[src/rtl/uart_tx_pkg.sv]
// Shared types and constants for the UART transmit sequencer.
package uart_tx_pkg;

  typedef enum logic [2:0] {
    IDLE,
    START,
    DATA,
    PARITY,
    STOP
  } tx_state_t;

  localparam logic IDLE_LEVEL = 1'b1;

endpackage

[src/rtl/uart_tx_ctrl_bit_timer.sv]
// Mod-N bit-period timer: counts while enabled, clears synchronously, flags the last tick.
module bit_timer #(
  parameter int unsigned N = 4,
  parameter int unsigned W = 2
) (
  input  logic         clk_i,
  input  logic         rst_i,
  input  logic         en_i,
  input  logic         clr_i,
  output logic [W-1:0] count_o,
  output logic         roll_o
);

  localparam logic [W-1:0] LastTick = W'(N - 1);

  logic [W-1:0] count_q, count_d;

  always_comb begin
    count_d = count_q;
    if (clr_i) begin
      count_d = '0;
    end else if (en_i) begin
      count_d = (count_q == LastTick) ? '0 : count_q + W'(1);
    end
  end

  always_ff @(posedge clk_i or posedge rst_i) begin
    if (rst_i) begin
      count_q <= '0;
    end else begin
      count_q <= count_d;
    end
  end

  assign count_o = count_q;
  assign roll_o  = en_i && (count_q == LastTick);

endmodule

[src/rtl/uart_tx_ctrl.sv]
// UART transmit sequencer: frames a byte as start, LSB-first data, optional parity and stop.
module uart_tx_ctrl
  import uart_tx_pkg::*;
#(
  parameter int unsigned BAUD_DIV   = 5208,
  parameter int unsigned DIV_WID    = 13,
  parameter int unsigned DATA_BITS  = 8,
  parameter int unsigned PARITY_EN  = 0,
  parameter int unsigned PARITY_ODD = 0
) (
  input  logic                 clk,
  input  logic                 reset,
  input  logic                 send,
  input  logic [DATA_BITS-1:0] din,
  output logic                 ready,
  output logic                 busy,
  output logic                 done,
  output logic                 tx_out
);

  localparam int unsigned        CntW     = $clog2(DATA_BITS);
  localparam logic [CntW-1:0]    LastBit  = CntW'(DATA_BITS - 1);
  localparam logic [DIV_WID-1:0] LastTick = DIV_WID'(BAUD_DIV - 1);

  tx_state_t            state_q;
  logic [DATA_BITS-1:0] shift_q;
  logic [CntW-1:0]      bit_cnt_q;
  logic                 parity_q;
  logic                 tx_q;
  logic                 busy_q;
  logic                 done_q;

  logic [DIV_WID-1:0] tick;
  logic               roll;
  logic               accept;
  logic               timer_en;

  // Ready also opens in the final stop cycle so frames can run back to back.
  assign ready    = (state_q == IDLE) || ((state_q == STOP) && (tick == LastTick));
  assign accept   = send && ready;
  assign timer_en = (state_q != IDLE);

  bit_timer #(
    .N(BAUD_DIV),
    .W(DIV_WID)
  ) u_bit_timer (
    .clk_i  (clk),
    .rst_i  (reset),
    .en_i   (timer_en),
    .clr_i  (accept),
    .count_o(tick),
    .roll_o (roll)
  );

  always_ff @(posedge clk or posedge reset) begin
    if (reset) begin
      state_q   <= IDLE;
      shift_q   <= '0;
      bit_cnt_q <= '0;
      parity_q  <= 1'b0;
      tx_q      <= IDLE_LEVEL;
      busy_q    <= 1'b0;
      done_q    <= 1'b0;
    end else begin
      done_q <= (state_q == STOP) && roll;
      if (accept) begin
        state_q   <= START;
        shift_q   <= din;
        bit_cnt_q <= '0;
        parity_q  <= (^din) ^ 1'(PARITY_ODD);
        tx_q      <= 1'b0;
        busy_q    <= 1'b1;
      end else if (roll) begin
        unique case (state_q)
          START: begin
            state_q <= DATA;
            tx_q    <= shift_q[0];
          end
          DATA: begin
            if (bit_cnt_q < LastBit) begin
              shift_q   <= shift_q >> 1;
              bit_cnt_q <= bit_cnt_q + CntW'(1);
              tx_q      <= shift_q[1];
            end else if (PARITY_EN != 0) begin
              state_q <= PARITY;
              tx_q    <= parity_q;
            end else begin
              state_q <= STOP;
              tx_q    <= IDLE_LEVEL;
            end
          end
          PARITY: begin
            state_q <= STOP;
            tx_q    <= IDLE_LEVEL;
          end
          STOP: begin
            state_q <= IDLE;
            tx_q    <= IDLE_LEVEL;
            busy_q  <= 1'b0;
          end
          default: begin
            state_q <= IDLE;
            tx_q    <= IDLE_LEVEL;
            busy_q  <= 1'b0;
          end
        endcase
      end
    end
  end

  assign busy   = busy_q;
  assign done   = done_q;
  assign tx_out = tx_q;

endmodule

[config.mk]
export PLATFORM = sky130hd
export DESIGN_NAME = uart_tx_ctrl
export DESIGN_NICKNAME = d
export VERILOG_FILES = /design/src/rtl/uart_tx_pkg.sv /design/src/rtl/uart_tx_ctrl_bit_timer.sv /design/src/rtl/uart_tx_ctrl.sv
export SDC_FILE = /design/constraint.sdc
export NUM_CORES = 1
export LEC_CHECK = 0
export CORE_MARGIN = 1
export CORE_UTILIZATION = 25
export DETAILED_ROUTE_END_ITERATION = 6
export PLACE_DENSITY_LB_ADDON = 0.08
export SLEW_MARGIN = 20
export SYNTH_ARGS = -nofsm -noshare
export SYNTH_HDL_FRONTEND = slang
export SYNTH_SLANG_ARGS = --single-unit
[constraint.sdc]
create_clock -name clk -period 2.9 [get_ports clk]
set_input_delay 0.29 -clock clk [delete_from_list [all_inputs] [get_ports clk]]
set_output_delay 0.29 -clock clk [all_outputs]
set_load 0.01 [all_outputs]
Word-level counts from Yosys, hierarchy flattened
Cells that the tools add are included.
Operators by class
  add/sub/neg operators: 2
  magnitude comparators: 1
  equality and inequality tests: 7
  muxes and demuxes: 22
  reduce and logical (&&, ||, !) cells: 15
Operator list (number)
  13-bit 2-to-1 mux: 3
  8-bit 2-to-1 mux: 4
  3-bit 2-to-1 mux: 7
  13-bit by 1-bit adder with 13-bit output (second input constant): 1
  13-bit == test (second input constant): 1
  3-bit one-hot mux with 3 select lines: 1
  2-bit nonzero test: 4
  3-bit by 2-bit == test with 1-bit output (second input constant): 2
  1-bit 2-to-1 mux: 6
  1-bit logical AND: 4
  2-bit AND reduction: 2
  3-bit by 1-bit adder with 3-bit output (second input constant): 1
  3-bit by 1-bit == test with 1-bit output (second input constant): 1
  3-bit == test (second input constant): 1
  3-bit zero test: 1
  3-bit < comparator (second input constant): 1
  3-bit inequality test (second input constant): 1
  3-bit AND reduction: 1
  3-bit nonzero test: 1
  3-bit OR reduction: 1
  2-bit by 1-bit inequality test with 1-bit output (second input constant): 1
  1-bit one-hot mux with 2 select lines: 1
  1-bit logical OR: 1
Storage, ports and cells
  flip-flop bits (word level): 30
  input port bits: 11
  output and inout bits: 4
  logic and storage cells: 54

Depth between registers and ports, before layout
  depth after elaboration: 6
  gate-level depth with buffers: 7
  depth with buffers taken out: 5

Cells and area by module
Synthesis repeated with hierarchy kept, for this count alone.
Second synthesis, totals
  cells, all modules: 170
  area, all modules: 1641.6 µm²
Modules (own cells, without submodules)
  uart_tx_ctrl: times used 1, cells each 96, area an instance 940.9 µm², seq. area each 426.7 µm²
  bit_timer: times used 1, cells each 74, area an instance 700.7 µm², seq. area each 325.3 µm²

Worst setup path after synthesis
Ideal clock, no wire load.
  kind: register to output
  start: register u_bit_timer.count_q[7], in the netlist u_bit_timer.count_o[7]
  end: output port ready
  data arrival time: 1.682 ns
  required time: 2.610 ns
  path slack: 0.928 ns
  cell stages (with the launch flop): 5
  buffers on the path: 1
  cell sequence: dfrtp_1 or4b_4 o31a_1 buf_6 nor3_1
Between the ends
  word-level cells in the longest chain between the ends: 3
Ends and longest elaborated chain
  start: declaration: line uart_tx_ctrl_bit_timer.sv:16  | logic [W-1:0] count_q, count_d;
  start signal: assignment: line uart_tx_ctrl_bit_timer.sv:31  | count_q <= count_d;
  13-bit == test: line uart_tx_ctrl.sv:39  | assign ready = (state_q == IDLE) || ((state_q == STOP) && (tick == LastTick));
  1-bit logical AND: line uart_tx_ctrl.sv:39
  1-bit logical OR: line uart_tx_ctrl.sv:39
  end: declaration: line uart_tx_ctrl.sv:15  | output logic ready,
No other way between the ends.

Final worst setup path
Ends and elaborated chain as after synthesis.

==> reports/metrics.yaml <==
syn_area_per_cell_um2: 10.4
h-tree-depth: 2
start_util: 0.261
ys_types: 47
gp_congestion: 0.701
slowest_stage: "or4b_4"
synth_cells: 151
period_needed_ps: 2800
drt_wl_total_um: 3660
relSlewSlack: 0.561
r2r_setup_slack_ps: 680
cts_tree: "built"
syn_nets: 164
status: "finished clean"
ys_warn_count: 0
cp_data_arrival_time_ps: 2510
netSwitchingPower_w: 0.000213
port_buffers: 14
vias: 1259
timing.rr.start: "u_bit_timer.count_o[7]$_DFFE_PP0P_"
n_antenna_cell: 0
dieArea_um2: 6580
synth_edf_count: 0
worstReg2RegEnd: "tx_out$_DFFE_PP1P_"
fin_area_um2: 1890
place_inst: 235
setup_tns_ps: 0
synthArstFlopShare: 1.00
clkPwrFrac: 0.437
ant_nets: 0
dpl-instance-area_um2: 1780
grt_pass1_wl_um: 6070
grt_usage: 0.126
via_per_inst: 5.20
synth_top_area_frac: 0.464
seq_power_share: 0.483
die_h_um: 81.1
boundaryPins: 15
numCtsBuffers: 5
worst_slack_ps: 104
leakagePower_nw: 0.752
syn-cell-area_um2: 1570
gr-total-overflow: 0
maxSlewViolCount: 0
synthTopCellsByArea: "dfrtp_1 (46%), o221a_2 (5.0%), or3_1 (4.4%), xor2_1 (2.8%), nor2_1 (2.4%)"
dp_hpwl_um: 2580
drc: 0
coreArea_um2: 5990
cp_top_family: "simple AND/OR/NAND/NOR gates"
clock_latency_ps: 280
swShare: 0.219
synthAdderAreaFrac: 0.0160
rows: 28
grt_max_degree: 31
hold_class: "in -> async"
drtIter0Drc: 52
critical_path_buf_inv_count: 1
finalHoldViolations: 0
synth_top_family_by_area: "simple AND/OR/NAND/NOR gates"
ctsResizeCount: 0
endpoint_kind: "output port"
cts_buffer_depth: 2
finalSetupViolations: 0
criticalPathCategory: "reg -> out"
fin_nets: 180
cts_sinks: 30
post_cts_buffers: 0
final.period_utilization: 0.964
p_int_w: 0.000763
area_growth_pct: 20.7
cts-root-buf: "clkbuf_8"
dp_slack_ps: 375
synth_mux_area_frac: 0.0128
fin_skew_ps: 6.02
power.density_nw_per_um2: 517
yosys_register_bits: 30
rsz0062_at_grt: "false"
combPwrFrac: 0.080
cts_hold_buf: 0
path_max_fanout: 11
die_w_um: 81.1
cp.depth: 4
final_cells: 242
synth_seq_area_share: 0.480
clk_pin_slew_worst_paths_ps: 60
synth_xor_area_frac: 0.0392
critPathRequiredTime_ps: 2610
wl_per_cell_um: 15.1
firstDrtPassIters: 4
fmax_mhz: 358
antenna_found_initial: 0
grt_pass1_vias: 1223
worstPathCellList: "or4b_4 -> o31a_1 -> nor3_1 -> clkdlybuf4s50_1"
drive_gt1_frac: 0.138
worst_pin_slew_ps: 653
cpPeakStageDelay_ps: 590
synth-simple-area-share: 0.229
cap_violations: 0
holdWs_ps: 386
synth_ff_type: "dfrtp_1"
ir_drop_v: 0.000171
reg2regPathDepth: 5
yosys.area.top_type: "dfrtp_1"
synth_compound_area_frac: 0.179
critPathLaunchType: "register"
-- area by class of cell --
cell class	instances	area, µm²
Timing Repair Buffer	17	163
Fill cell	614	4100
Tap cell	75	93.8
Clock inverter	1	30.0
Sequential cell	30	752
Inverter	6	22.5
Clock buffer	6	82.6
Multi-Input combinational cell	107	746
-- how the worst max path moves through the flow --
stage | from | end
after detailed placement | u_bit_timer.count_o[7]$_DFFE_PP0P_ | ready
after floorplan | u_bit_timer.count_o[7]$_DFFE_PP0P_ | ready
final | u_bit_timer.count_o[7]$_DFFE_PP0P_ | ready
after global routing | u_bit_timer.count_o[7]$_DFFE_PP0P_ | ready
after global placement | u_bit_timer.count_o[7]$_DFFE_PP0P_ | ready
after CTS | u_bit_timer.count_o[7]$_DFFE_PP0P_ | ready
-- cell usage in the layout (no fill, tap or decap), types with 5 or more instances in the layout --
master,synthesis,routed
nor2_1,10,10
clkdlybuf4s50_1,0,14
nand2_1,9,9
or3_1,11,11
dfrtp_1,29,29
clkbuf_8,0,6
o221a_2,7,7
a21oi_1,6,6
xor2_1,5,5
nand3_1,6,6
inv_1,6,6
-- per-layer routing --
| layer | track usage | share of wire | vias to the layer above | routed length, µm |
|---|---|---|---|---|
| li1 | - | - | 601 | - |
| met1 | 0.168 | 0.49 | 624 | 1780 |
| met2 | 0.190 | 0.47 | 27 | 1700 |
| met3 | 0.0315 | 0.032 | 7 | 116 |
| met4 | 0.0589 | 0.015 | 0 | 55 |
| met5 | 0 | 0 | - | 0 |
-- cell usage after synthesis (2+ instances only) --
cell type   n
or3_1      11
nand3_1     6
a31oi_1     3
o211ai_1    2
xnor2_1     2
nor3_1      3
nand2_1     9
dfrtp_1    29
xor2_1      5
o31ai_1     4
mux2i_1     2
or4_1       4
o21ai_0     4
nand4_1     2
ha_1        2
nor2_1     10
clkbuf_1    3
buf_2       3
o221a_2     7
a21oi_1     6
nor3b_1     2
inv_1       6
nor4_1      2
-- sequential cells by signal, summed over array words and instances (netlist names) --
signal / count
u_bit_timer.count_o: 13
shift_q: 8
bit_cnt_q: 3
state_q: 3
busy: 1
done: 1
tx_out: 1
-- through the flow --
stage	utilization	total power (W)
final	0.315	0.000976
after global routing	0.315	0.00102
after CTS	0.315	0.000994
after detailed placement	0.297	0.000558
after global placement	0.297	0.000558
after floorplan	-	0.000523
-- power groups by stage --
stage,Clock [W],Combinational [W],Sequential (W)
2_1_floorplan,0,0.0000524,0.000471
3_3_place_gp,0,0.0000786,0.000479
3_5_place_dp,0,0.0000790,0.000479
4_1_cts,0.000443,0.0000794,0.000472
5_1_grt,0.000460,0.0000856,0.000475
6_report,0.000426,0.0000779,0.000472
-- worst min-delay path, cell delays in order --
cell             delay [ps]
clkdlybuf4s50_1         390
inv_1                    50
buf_4                   340
-- cells by family (layout without fill, tap and decap cells) --
group,after synthesis,in the layout
DFF,30,30
muxes,2,2
AOI/OAI and AO/OA,35,35
buffers and inverters,14,30
xor gates and xnor gates,7,7
and+or+nand+nor,61,61
adders and majority gates,2,2
Note: power is estimated with default switching activity, not from simulation.
